===== config.mk =====
export PLATFORM = sky130hd
export DESIGN_NAME = load_decoder_unit
export DESIGN_NICKNAME = d
export VERILOG_FILES = /design/src/rtl/load_pkg.sv /design/src/rtl/load_extend.sv /design/src/rtl/load_decoder_unit.sv
export SDC_FILE = /design/constraint.sdc
export NUM_CORES = 1
export LEC_CHECK = 0
export CORE_UTILIZATION = 44
export CTS_BUF_LIST = sky130_fd_sc_hd__clkbuf_8
export DETAILED_ROUTE_END_ITERATION = 6
export PLACE_DENSITY = 0.88
export SLEW_MARGIN = 10
export SYNTH_ARGS = -nofsm -noshare
export SYNTH_HDL_FRONTEND = slang
export SYNTH_HIERARCHICAL = 1
export SYNTH_SLANG_ARGS = --single-unit
export TNS_END_PERCENT = 30

===== constraint.sdc =====
create_clock -name clk -period 0.8 [get_ports clk]
set_input_delay 0.24 -clock clk [delete_from_list [all_inputs] [get_ports clk]]
set_output_delay 0.24 -clock clk [all_outputs]
set_load 0.1 [all_outputs]

===== src/rtl/load_pkg.sv =====
// Shared types and constants for the load writeback aligner.
package load_pkg;

    localparam int XLEN   = 32;
    localparam int BYTE_W = 8;
    localparam int HALF_W = 16;

    typedef enum logic [2:0] {
        LD_NONE = 3'd0,
        LD_B    = 3'd1,
        LD_BU   = 3'd2,
        LD_H    = 3'd3,
        LD_HU   = 3'd4,
        LD_W    = 3'd5
    } load_type_e;

    // Priority lw > lh > lhu > lb > lbu; lower-priority selects are ignored.
    function automatic load_type_e encode_load(input logic i_lb, input logic i_lbu,
                                               input logic i_lh, input logic i_lhu,
                                               input logic i_lw);
        load_type_e v_type;
        v_type = LD_NONE;
        if (i_lw)       v_type = LD_W;
        else if (i_lh)  v_type = LD_H;
        else if (i_lhu) v_type = LD_HU;
        else if (i_lb)  v_type = LD_B;
        else if (i_lbu) v_type = LD_BU;
        return v_type;
    endfunction

endpackage


===== src/rtl/load_extend.sv =====
// Combinational lane select and sign/zero extension of a little-endian memory word.
module load_extend
    import load_pkg::*;
(
    input  load_type_e        load_type,
    input  logic [1:0]        addr_lo,
    input  logic [XLEN-1:0]   raw_data,
    output logic [XLEN-1:0]   ext_data
);

    logic [BYTE_W-1:0] w_byte;
    logic [HALF_W-1:0] w_half;

    // Pick the byte lane and halfword lane addressed by the low address bits.
    always_comb begin
        w_byte = raw_data[7:0];
        case (addr_lo)
            2'd0: w_byte = raw_data[7:0];
            2'd1: w_byte = raw_data[15:8];
            2'd2: w_byte = raw_data[23:16];
            2'd3: w_byte = raw_data[31:24];
            default: w_byte = raw_data[7:0];
        endcase
        w_half = addr_lo[1] ? raw_data[31:16] : raw_data[15:0];
    end

    // Extend the selected lane to the full register width; no load gives 0.
    always_comb begin
        ext_data = '0;
        case (load_type)
            LD_B:    ext_data = {{(XLEN-BYTE_W){w_byte[BYTE_W-1]}}, w_byte};
            LD_BU:   ext_data = {{(XLEN-BYTE_W){1'b0}}, w_byte};
            LD_H:    ext_data = {{(XLEN-HALF_W){w_half[HALF_W-1]}}, w_half};
            LD_HU:   ext_data = {{(XLEN-HALF_W){1'b0}}, w_half};
            LD_W:    ext_data = raw_data;
            default: ext_data = '0;
        endcase
    end

endmodule


===== src/rtl/load_decoder_unit.sv =====
// Load writeback aligner: one-hot load selects -> lane-selected, extended, registered result.
// Optional macro LOAD_MISALIGN_CHECK_EN adds a registered misalignment flag for
// halfword loads at odd addresses and word loads at non-word-aligned addresses;
// without it the flag is constant 0.
module load_decoder_unit
    import load_pkg::*;
(
    input  logic              clk,
    input  logic              rst_n,
    input  logic [XLEN-1:0]   addr,
    input  logic [XLEN-1:0]   raw_data,
    input  logic              lb,
    input  logic              lbu,
    input  logic              lh,
    input  logic              lhu,
    input  logic              lw,
    output logic [XLEN-1:0]   wb_data,
    output logic              wb_valid,
    output logic              misaligned
);

    load_type_e        w_load_type;
    logic [XLEN-1:0]   w_ext_data;
    logic              w_any_load;
    logic              w_unused_addr;

    logic [XLEN-1:0]   r_wb_data;
    logic              r_wb_valid;

    // Upper address bits only locate the word; they never reach the result.
    assign w_unused_addr = &{1'b0, addr[XLEN-1:2]};

    // Resolve simultaneous selects into a single load type.
    always_comb begin
        w_load_type = encode_load(lb, lbu, lh, lhu, lw);
        w_any_load  = (w_load_type != LD_NONE);
    end

    load_extend u_load_extend (
        .load_type (w_load_type),
        .addr_lo   (addr[1:0]),
        .raw_data  (raw_data),
        .ext_data  (w_ext_data)
    );

    // Result register: loads 0 when no select is active rather than holding.
    always_ff @(posedge clk or negedge rst_n) begin
        if (!rst_n) begin
            r_wb_data  <= '0;
            r_wb_valid <= 1'b0;
        end else begin
            r_wb_data  <= w_ext_data;
            r_wb_valid <= w_any_load;
        end
    end

    assign wb_data  = r_wb_data;
    assign wb_valid = r_wb_valid;

`ifdef LOAD_MISALIGN_CHECK_EN
    logic w_misaligned;
    logic r_misaligned;

    // Flag is diagnostic only; the data path still returns the lane-selected value.
    always_comb begin
        w_misaligned = 1'b0;
        case (w_load_type)
            LD_H, LD_HU: w_misaligned = addr[0];
            LD_W:        w_misaligned = (addr[1:0] != 2'b00);
            default:     w_misaligned = 1'b0;
        endcase
    end

    // Flag shares the result latency.
    always_ff @(posedge clk or negedge rst_n) begin
        if (!rst_n) r_misaligned <= 1'b0;
        else        r_misaligned <= w_misaligned;
    end

    assign misaligned = r_misaligned;
`else
    assign misaligned = 1'b0;
`endif

endmodule


==> metrics.yaml <==
layout:
  drive_gt1_frac: 0.490
  instances_no_fill: 397
  final_area_sq_um: 4040
  antenna_cells: 0
  area_growth_pct: 99.0
  final_net_count: 417
  nFillCells: 150
  utilization: 0.921
  multi_input_area_sq_um: 1340
  layout.area.seq_sq_um: 827
logic_synthesis:
  seq_area_frac_synth: 0.407
  yosysWarnings: 6
  netlist_area_sq_um: 2030
  async_flop_share: 1.00
  avgSynthCellArea_sq_um: 9.52
  synthFlopType: "dfrtp_1"
  synth-edff-count: 0
  synthCells: 213
  syn_nets: 284
  synth_seq_cells: 33
  yosysUniqueCellTypes: 33
worst_setup_path:
  path_buf_inv: 4
  crit_path_max_incr_delay_ns: 0.41
  endpoint_kind: "flip-flop"
  start_kind: "primary input"
  crit_fanout: 10
  critPathKind: "in -> reg"
  worstPathCellList: "dlygate4sd2_1 -> buf_12 -> buf_4 -> buf_4 -> nor2b_1 -> a21oi_2 -> o21ai_1"
  crit_path_frequent_cell: "buf_4"
  cp.arrival_ns: 1.84
  worst_ep_required_time_ns: 0.96
  slowest_stage: "nor2b_1"
  critPathTopFamily: "buffers and inverters"
clocking:
  holdBufCountCts: 0
  cts_tree: "yes"
  cts.clk_slew.worst_paths_ns: 0.08
  clock_path_buffers: 2
  cts_htree_levels: 2
  numCtsBuffers: 5
  clockRootBuffer: "clkbuf_8"
  numClockSinks: 33
global_routing:
  grt_max_degree: 25
  grt_antenna_before_repair: 0
  grt_pass1_vias: 2654
  grt_usage: 0.418
  grt_pass1_wl_microns: 15200
  grt_overflow: 0
placement:
  dp_slack_ns: -1.52
  placed_cell_area_sq_um: 3570
  dpl.hpwl_microns: 5270
  place.gp.congestion: 0.942
  dp_cells: 377
  portBuffers: 73
timing:
  holdWs_ns: 0.172
  fin_ws_ns: -0.877
  min_period_over_period: 2.10
  slew_violations: 0
  setup_violations: 66
  hold_violations: 0
  setup-tns-final_ns: -33.32
  rsz0062_at_grt: "true"
  fin_crit_ns: 1.68
  fmax_ghz: 0.596
detailed_routing:
  final_antenna_net_count: 0
  wirelength_microns: 11500
  viasPerCell: 7.01
  route.detailed.drc: 0
  detailroute.via_count: 2781
  wire_per_inst_microns: 29.0
  firstDrtPassIters: 6
  drt_iter0_markers: 328
die:
  initial_core_util: 0.463
  io_pins: 105
  fp.dieH_microns: 69.9
  design.core.area_sq_um: 4380
  std_cell_rows: 24
  chipWidth_microns: 69.9
  die-area_sq_um: 4890
power:
  pwr_density_cell_nw_per_um2: 1910
  power.total_mw: 7.70
  ir_worst_vdd_uv: 1290
  p_leak_nw: 1.84
run_status:
  status: "finished, violations left"
  violations: "negative setup slack"
hold_path:
  hold_path.class: "in -> reg"
flow_run:
  maxCapViolCount: 0
-- logic make-up after synthesis --
| family | share of synthesized area |
|---|---|
| mux | 0.141 |
| flops | 0.407 |
| other cells | 0.00185 |
| buf+inv | 0.0598 |
| xor+xnor | 0.00432 |
| simple gates | 0.175 |
| compound gates | 0.212 |
-- worst paths after layout --
| kind | startpoint | depth (start not counted) | to | slack, ns |
|---|---|---|---|---|
| setup / recovery | addr[1] | 7 | wb_data[1] | -0.88 |
| hold / removal | lb | 3 | wb_valid | 0.17 |
| max in group asynchronous | rst_n | 2 | wb_data[16] | 0.29 |
| min in group asynchronous | rst_n | 2 | wb_data[1] | 0.33 |
-- where the power goes --
part / switching, mW / internal [mW] / total [mW] / leakage (nW)
Sequential: 0.219 / 1.88 / 2.10 / 0.404
Combinational: 2.65 / 1.67 / 4.32 / 1.40
Clock: 0.710 / 0.575 / 1.28 / 0.0399
Total: 3.58 / 4.12 / 7.70 / 1.84
-- layer usage --
metal / vias up / routed length [microns] / global-route usage
met5: - / 0 / 0
li1: 1030 / - / -
met4: 0 / 1130 / 0.278
met2: 319 / 5210 / 0.703
met3: 129 / 1290 / 0.0924
met1: 1303 / 3870 / 0.474
-- registers in the layout (all words and copies together) (netlist names) --
name	count
wb_valid	1
wb_data	32
-- area by class of cell --
| type | count | share of cell area |
|---|---|---|
| tap | 52 | 0.0161 |
| clock inverter | 1 | 0.00124 |
| sequential | 33 | 0.205 |
| multi-input combinational | 157 | 0.333 |
| clock buffer | 5 | 0.0170 |
| inverter | 6 | 0.00558 |
| timing repair buffer | 143 | 0.422 |
-- what timing repair did --
item | in CTS | in global routing
gates resized for setup | 65 | 31
setup buffers | 14 | 1
pin swaps | 19 | 5
setup endpoints to repair | 66 | 66
gates cloned | 2 | 0
-- Yosys cell counts (5+ instances only) --
cell,instances,area (sq um)
mux2i_1,12,120
inv_1,6,22.5
a21oi_1,17,85.1
nand2_1,44,165
buf_2,7,35.0
dfrtp_1,33,826
o2bb2ai_1,13,114
a22oi_1,6,45.0
nor2b_1,18,113
mux4_1,5,131
o21ai_0,9,45.0
o211ai_1,10,75.1
-- cells in the final DEF (no fill, tap or decap), drive strengths merged --
master           n
a21o             2
a21oi           17
a22oi            6
a31oi            1
and2             1
buf            106
clkbuf           5
clkdlybuf4s15    1
clkdlybuf4s50   27
clkinv           1
conb             1
dfrtp           33
dlygate4sd2      7
dlymetal6s2s     2
inv              6
mux2             1
mux2i           12
mux4             6
nand2           44
nand2b           4
nand3            1
nand3b           1
nand4            1
nor2             2
nor2b           18
nor3             2
o2111ai          1
o211ai          10
o21ai            9
o221ai           1
o2bb2ai         13
o32ai            1
or3b             1
xnor2            1
(Power assumes the default switching activity.)
